**src/rtl/dcache_ctrl.sv**
```systemverilog
// Direct-mapped, write-back, write-allocate data cache controller: 8 lines of 4 words.
// Defining DCACHE_PERF_CNT_EN adds the hit_cnt/miss_cnt performance counter outputs.
module dcache_ctrl (
  input  logic         clk,
  input  logic         proc_reset,
  input  logic         proc_read,
  input  logic         proc_write,
  input  logic [29:0]  proc_addr,
  input  logic [31:0]  proc_wdata,
  output logic         proc_stall,
  output logic [31:0]  proc_rdata,
  output logic         mem_read,
  output logic         mem_write,
  output logic [27:0]  mem_addr,
  output logic [127:0] mem_wdata,
  input  logic [127:0] mem_rdata,
  input  logic         mem_ready
`ifdef DCACHE_PERF_CNT_EN
  ,
  output logic [15:0]  hit_cnt,
  output logic [15:0]  miss_cnt
`endif
);

  localparam int unsigned Lines = 8;

  typedef enum logic [1:0] {StIdle, StWriteback, StAllocate} state_e;

  state_e state_q, state_d;

  logic [Lines-1:0] valid_q;
  logic [Lines-1:0] dirty_q;
  logic [24:0]      tag_q  [Lines];
  logic [127:0]     data_q [Lines];

  logic [2:0]  idx;
  logic [24:0] tag;
  logic [1:0]  off;
  logic        req;
  logic        hit;
  logic        miss_start;
  logic        wr_hit;
  logic        fill;

  assign idx = proc_addr[4:2];
  assign tag = proc_addr[29:5];
  assign off = proc_addr[1:0];
  assign req = proc_read | proc_write;

  always_comb begin
    hit        = 1'b0;
    miss_start = 1'b0;
    if (state_q == StIdle && req && !proc_reset) begin
      hit        = valid_q[idx] && (tag_q[idx] == tag);
      miss_start = !hit;
    end
  end

  // A simultaneous read+write is a write, so proc_write alone decides the hit kind.
  assign wr_hit = hit & proc_write;
  assign fill   = (state_q == StAllocate) & mem_ready;

  always_comb begin
    state_d    = state_q;
    proc_stall = 1'b0;
    proc_rdata = '0;
    mem_read   = 1'b0;
    mem_write  = 1'b0;
    mem_addr   = '0;
    mem_wdata  = '0;
    if (!proc_reset) begin
      proc_stall = req & ~hit;
      if (hit && !proc_write) begin
        proc_rdata = data_q[idx][{off, 5'd0} +: 32];
      end
      unique case (state_q)
        StIdle: begin
          if (miss_start) begin
            state_d = (valid_q[idx] && dirty_q[idx]) ? StWriteback : StAllocate;
          end
        end
        StWriteback: begin
          mem_write = 1'b1;
          mem_addr  = {tag_q[idx], idx};
          mem_wdata = data_q[idx];
          if (mem_ready) state_d = StAllocate;
        end
        StAllocate: begin
          mem_read = 1'b1;
          mem_addr = {tag, idx};
          if (mem_ready) state_d = StIdle;
        end
        default: state_d = StIdle;
      endcase
    end
  end

  // Tags and data are deliberately left unreset; valid bits gate their use.
  always_ff @(posedge clk) begin
    if (proc_reset) begin
      state_q <= StIdle;
      valid_q <= '0;
      dirty_q <= '0;
    end else begin
      state_q <= state_d;
      if (wr_hit) begin
        data_q[idx][{off, 5'd0} +: 32] <= proc_wdata;
        dirty_q[idx]                   <= 1'b1;
      end
      if (fill) begin
        data_q[idx]  <= mem_rdata;
        tag_q[idx]   <= tag;
        valid_q[idx] <= 1'b1;
        dirty_q[idx] <= 1'b0;
      end
    end
  end

`ifdef DCACHE_PERF_CNT_EN
  logic [15:0] hit_cnt_q;
  logic [15:0] miss_cnt_q;

  always_ff @(posedge clk) begin
    if (proc_reset) begin
      hit_cnt_q  <= '0;
      miss_cnt_q <= '0;
    end else begin
      if (hit)        hit_cnt_q  <= hit_cnt_q + 16'd1;
      if (miss_start) miss_cnt_q <= miss_cnt_q + 16'd1;
    end
  end

  assign hit_cnt  = hit_cnt_q;
  assign miss_cnt = miss_cnt_q;
`endif

endmodule

```
**config.mk**
```make
export PLATFORM = sky130hd
export DESIGN_NAME = dcache_ctrl
export DESIGN_NICKNAME = d
export VERILOG_FILES = /design/src/rtl/dcache_ctrl.sv
export SDC_FILE = /design/constraint.sdc
export NUM_CORES = 1
export LEC_CHECK = 0
export BUFFER_PORTS_ARGS = -buffer_cell sky130_fd_sc_hd__buf_2
export CAP_MARGIN = 20
export CORE_ASPECT_RATIO = 1.2
export CORE_UTILIZATION = 45
export CTS_CLUSTER_DIAMETER = 200
export CTS_CLUSTER_SIZE = 12
export DETAILED_ROUTE_END_ITERATION = 6
export GPL_ROUTABILITY_DRIVEN = 0
export GPL_TIMING_DRIVEN = 0
export REMOVE_ABC_BUFFERS = 1
export SLEW_MARGIN = 10
export SYNTH_ARGS = -nofsm -noshare
export SYNTH_HDL_FRONTEND = slang
export SYNTH_SLANG_ARGS = --single-unit
export TNS_END_PERCENT = 20
```
**constraint.sdc**
```tcl
create_clock -name clk -period 4.5 [get_ports clk]
set_input_delay 0.225 -clock clk [delete_from_list [all_inputs] [get_ports clk]]
set_output_delay 0.225 -clock clk [all_outputs]
set_load 0.01 [all_outputs]
```
After elaboration in Yosys (flattened, before gate mapping) --
Memory sizes are Yosys's and may differ from the RTL's. Cells that the tools add are included.
Storage, ports and cells: flip-flop bits (word level) 18, input port bits 195, memories kept 2, memory bits (writable) 1224
Operators by class: add/subtract/negate cells 1, magnitude comparators 2, reduce and logical (&&, ||, !) cells 11, bitwise operators 137, mux-type cells 161, equality and inequality tests 6, shift-type cells 3
Memories:
- data_q | words 8, width 128, rd ports 1, clocked after Yosys merged registers in 0, write ports 1, RTL line 34 | logic [127:0] data_q [Lines];
- tag_q | words 8, width 25, rd ports 1, clocked after Yosys merged registers in 0, write ports 1, RTL line 33 | logic [24:0] tag_q [Lines];
Operator list (count):
- 128-bit 2-to-1 mux | 3
- 1-bit 2-to-1 mux | 143
- 1-bit bitwise OR | 129
- 32-bit by 9-bit variable shift with 128-bit output, first input constant | 1
- 128-bit by 8-bit indexed part select with 32-bit output | 1
- 32-bit by 9-bit indexed part select with 128-bit output | 1
- 32-bit 2-to-1 mux | 2
- 28-bit case mux with 2 select lines | 1
- 28-bit 2-to-1 mux | 1
- 25-bit equality test | 1
- 8-bit 2-to-1 mux | 3
- 8-bit bitwise OR | 2
- 7-bit negation with 9-bit output | 1
- 8-bit bitwise AND | 1
- 2-bit 2-to-1 mux | 4
- 8-bit inverter | 1
- 1-bit binary-select mux with 3-bit select | 2
- 1-bit logical AND | 6
- 2-bit inequality test, second input constant | 3
- 2-bit case mux with 3 select lines | 1
- 3-bit by 4-bit < comparator with 1-bit output, second input constant | 1
- 1-bit bitwise AND | 3
- 1-bit demux with 3-bit select | 1
- 3-bit by 1-bit >= comparator with 1-bit output, second input constant | 1
- 6 further kinds | 8

Logic depth before layout (Yosys ltp) --
depth after elaboration 9, gate-level depth with buffers 15

Worst setup path before layout --
Ideal clock, no wire load.
path type in2reg, from in proc_addr[2], to mem data_q[2][32], enable pin, setup time 0.421 ns, data required time 4.079 ns, arrival 3.694 ns, stages 12, slack 0.385 ns, cells stage by stage buf_6 -> buf_6 -> buf_2 -> mux2_2 -> o22ai_1 -> nor3_1 -> nor4_1 -> nand4_1 -> nor4_2 -> buf_4 -> a21oi_2 -> nor2_1
Between the ends: word-level cells in the longest chain between the ends 9
RTL lines:
- start: declaration | RTL line 8 | input logic [29:0] proc_addr,
- memory read 8 x 25 bit / 1-bit binary-select mux with 3-bit select (equally long branches)
- 25-bit equality test / 1-bit 2-to-1 mux (equally long branches) | RTL line 54 | hit = valid_q[idx] && (tag_q[idx] == tag);
- 1-bit logical AND | RTL line 54
- 1-bit 2-to-1 mux | RTL line 53 | if (state_q == StIdle && req && !proc_reset) begin
- 1-bit bitwise AND | RTL line 60 | assign wr_hit = hit & proc_write;
- 1-bit 2-to-1 mux | RTL line 106 | if (wr_hit) begin
- 1-bit 2-to-1 mux | RTL line 100 | if (proc_reset) begin
- 128-bit 2-to-1 mux (not written as such) | RTL line 107 | data_q[idx][{off, 5'd0} +: 32] <= proc_wdata;
- 1-bit bitwise OR (no source line)
- end: declaration | RTL line 34
Parallel ways exist; a longest one is shown, timed or not. The select of a mux whose other input is x is not followed.

Worst setup path after layout --
from in proc_addr[4], to out proc_rdata[12]
Between the ends: word-level cells in the longest chain between the ends 7
RTL lines:
- branches (longest 5 deep; another with memory read 8 x 128 bit)
- 32-bit 2-to-1 mux * | RTL line 73 | if (hit && !proc_write) begin
- 32-bit 2-to-1 mux * | RTL line 71 | if (!proc_reset) begin
- end: declaration | RTL line 11 | output logic [31:0] proc_rdata,
Mark *: on every way between the ends. The select of a mux whose other input is x is not followed.

==> results.toml <==
[outcome]
outcome = "complete, no violations"

[sta]
period_minus_slack_ns = 4.406
maxSlewHeadroom = 0.2463
finalCritPeriodShare = 0.9791
fmax_mhz = 227.0
worstMarginPinSlew_ns = 1.131
worst_slack_ns = 0.09384
rsz0062_at_grt = "false"
fin_skew_ns = 0.03853
slew_violations = 0
setup-violations-final = 0
final_hold_viol_count = 0

[grt]
gr-total-overflow = 0
antenna_found_initial = 13
grt_max_degree = 68
grt_pass1_vias = 30860
grt_first_pass_wirelength_um = 232100
grtUsageTotal = 0.2975

[floorplanning]
num_rows = 132
start_util = 0.4551
core_mm2 = 0.1082
die_y_um = 364.4
die-area_mm2 = 0.1107
ios = 386
die_x_um = 304.0

[logic_synthesis]
ys_top_cells_by_area = "edfxtp_1, a22oi_1, a22o_1, mux4_2, nor2_1"
synthFlopType = "edfxtp_1"
netlist_instances = 2899
async_flop_share = 0
yosys.area.top_type = "edfxtp_1"
ys_warn_count = 0
synth-seq-cells = 1242
synth_top_cell_area_share = 0.7465
syn_area_mm2 = 0.04924
synth-edff-count = 1224
ys_seq_area_frac = 0.7538
synth_cell_type_count = 63
avgSynthCellArea_um2 = 16.98

[clocking]
h-tree-depth = 3
ctsRootBufferMaster = "clkbuf_16"
clk_latency_ns = 0.72
cts_tree = "built"
clkTransAtPathRegs_ns = 0.07
cts_buffer_depth = 3
cts_buffers = 113
cts.sinks = 1242

[cells_and_area]
layout-drive-gt1-share = 0.2510
nets = 3600
area_growth_pct = 19.75
post-route-util = 0.5451
fill_cells = 8460

[power]
p_leak_nw = 19.41
peakVddDrop_v = 0.0003905
powerDensity_mw_per_mm2 = 394.8

[min_path]
min_from = "mem_rdata[35]"
min_to = "data_q[0][35]"
min_path_type = "in2reg"
holdPathStages = 2

[setup_path]
cp-start-kind = "input port"
r2r_slack_ns = 0.19
r2r-start = "tag_q[5][14]"
cp.required_ns = 4.28
crit_fanout = 48
r2r_end = "data_q[6][114]"
cp.arrival_ns = 4.18
end_kind = "output pin"
critPathKind = "in2out"
worst-r2r-cell-count = 10

[drt]
firstDrtPassIters = 5
drc = 0
routed_wl_um = 166600
vias_per_cell = 6.459
wire_per_inst_um = 34.52
antenna_left = 0
drt_iter0_drc = 3456
vias = 31170

[placement]
place_ws_ns = -1.385
hpwlAfterDp_um = 112900
port_buffers = 385

[job]
drv_cap = 0
synthesized netlist by cell type (9+ instances only):
cell	instances
edfxtp_1	1224
a22oi_1	339
nor2_1	255
a22o_1	174
clkbuf_1	105
mux2i_1	65
a221oi_1	62
mux4_2	58
a21oi_1	57
and4_1	54
buf_2	54
mux2_2	52
and3_1	38
nand2_1	37
nor3_1	33
o22ai_1	29
buf_1	28
mux2_1	20
dfxtp_1	18
and2_1	16
nor2b_1	14
o21a_1	14
nand4_1	13
inv_1	11
nor4_1	10
o21ai_0	10
buf_4	9
through the flow:
step                std cells  setup TNS, ns  power [mW]  cell area [µm²]  hold slack [ns]
floorplan                2695       -6654.75       13.90            48310           0.2896
global route             4823              0       23.81            58960          0.04385
detailed placement       4606       -1211.72       14.91            54880           0.4438
CTS                      4819              0       23.31            58900        0.0003337
global placement         4487              -       14.82            52000           0.4341
finish                   4826              0       23.28            58960          0.01553
power breakdown:
part	internal [mW]	switching, mW
registers	12.8	0.0201
clock network	4.57	3.94
logic	0.645	1.28
total	18.0	5.24
sequential cells by signal (all words and copies together), names as in the netlist, named ones only:
signal   flops
valid_q      8
tag_q      200
data_q    1024
dirty_q      1
state_q      2
cell families after synthesis:
group                      count (synthesis)  share of synthesized area
DFF                                     1242                     0.7538
muxes                                    198                    0.05728
buffers and inverters                    215                    0.01967
AOI/OAI and AO/OA                        728                     0.1144
adders and majority gates                  8                   0.002033
and+or+nand+nor                          499                    0.05120
xor gates and xnor gates                   9                   0.001601
layer usage:
layer  share of wire  vias up  track usage
met3           0.092      347      0.05556
met2            0.48     1893       0.4884
met5         0.00058        -            0
met4           0.057       18       0.1577
li1                -    12860            -
met1            0.37    16060       0.3773
final cells by class:
type / instances / area, µm² / share of cell area
clock inverters: 3 / 26.28 / 0.0004456
clock buffers: 129 / 2973 / 0.05042
diodes: 5 / 12.51 / 0.0002122
repair buffers: 586 / 5381 / 0.09127
multi-input cells: 1443 / 11650 / 0.1976
inverters: 11 / 41.29 / 0.0007003
flip-flops and latches: 1242 / 37120 / 0.6295
well taps: 1407 / 1760 / 0.02986
placed cells by master (no fill, tap or decap), types with 29 or more instances in the layout:
cell,Yosys,final
nor2_1,255,210
a221oi_1,62,57
a21oi_1,57,56
o22ai_1,29,29
edfxtp_1,1224,1224
clkbuf_16,0,118
buf_2,54,384
a22o_1,174,174
buf_12,0,61
nor3_1,33,33
dlygate4sd3_1,0,58
mux2i_1,65,64
nor2_4,0,45
buf_16,0,47
nand2_1,37,35
mux4_2,58,58
a22oi_1,339,339
and3_1,38,35
and4_1,54,54
mux2_2,52,52
repair_timing:
action,4_1_cts,5_1_grt
pin swaps,16,1
hold endpoints to repair,419,0
resized for setup,16,5
hold buffers,58,0
endpoints found under the setup margin,1050,14
cloned,3,1
setup buffers,20,1
critical path: stages:
cell and delay [ns]:
buf_8 0.32, buf_16 0.31, nand2_2 0.40, nor2_4 0.65, buf_12 0.29, buf_16 0.20, buf_16 0.18, a22oi_1 0.10
and4_1 0.40, mux4_2 0.62, nor2_1 0.17, buf_2 0.15
worst max path at each step:
| stage | from | end | slack [ns] | cells after the start |
|---|---|---|---|---|
| 2_1_floorplan | state_q[0] | data_q[0][100] | -3.99 | 6 |
| 3_3_place_gp | state_q[0] | data_q[2][124] | -21.14 | 6 |
| 3_5_place_dp | proc_addr[4] | data_q[4][116] | -1.39 | 11 |
| 4_1_cts | proc_addr[2] | proc_rdata[21] | 0.005 | 15 |
| 5_1_grt | tag_q[7][14] | proc_rdata[21] | 0.01 | 12 |
| 6_report | proc_addr[4] | proc_rdata[12] | 0.09 | 12 |
No activity file was read; power rests on OpenSTA's default activity.
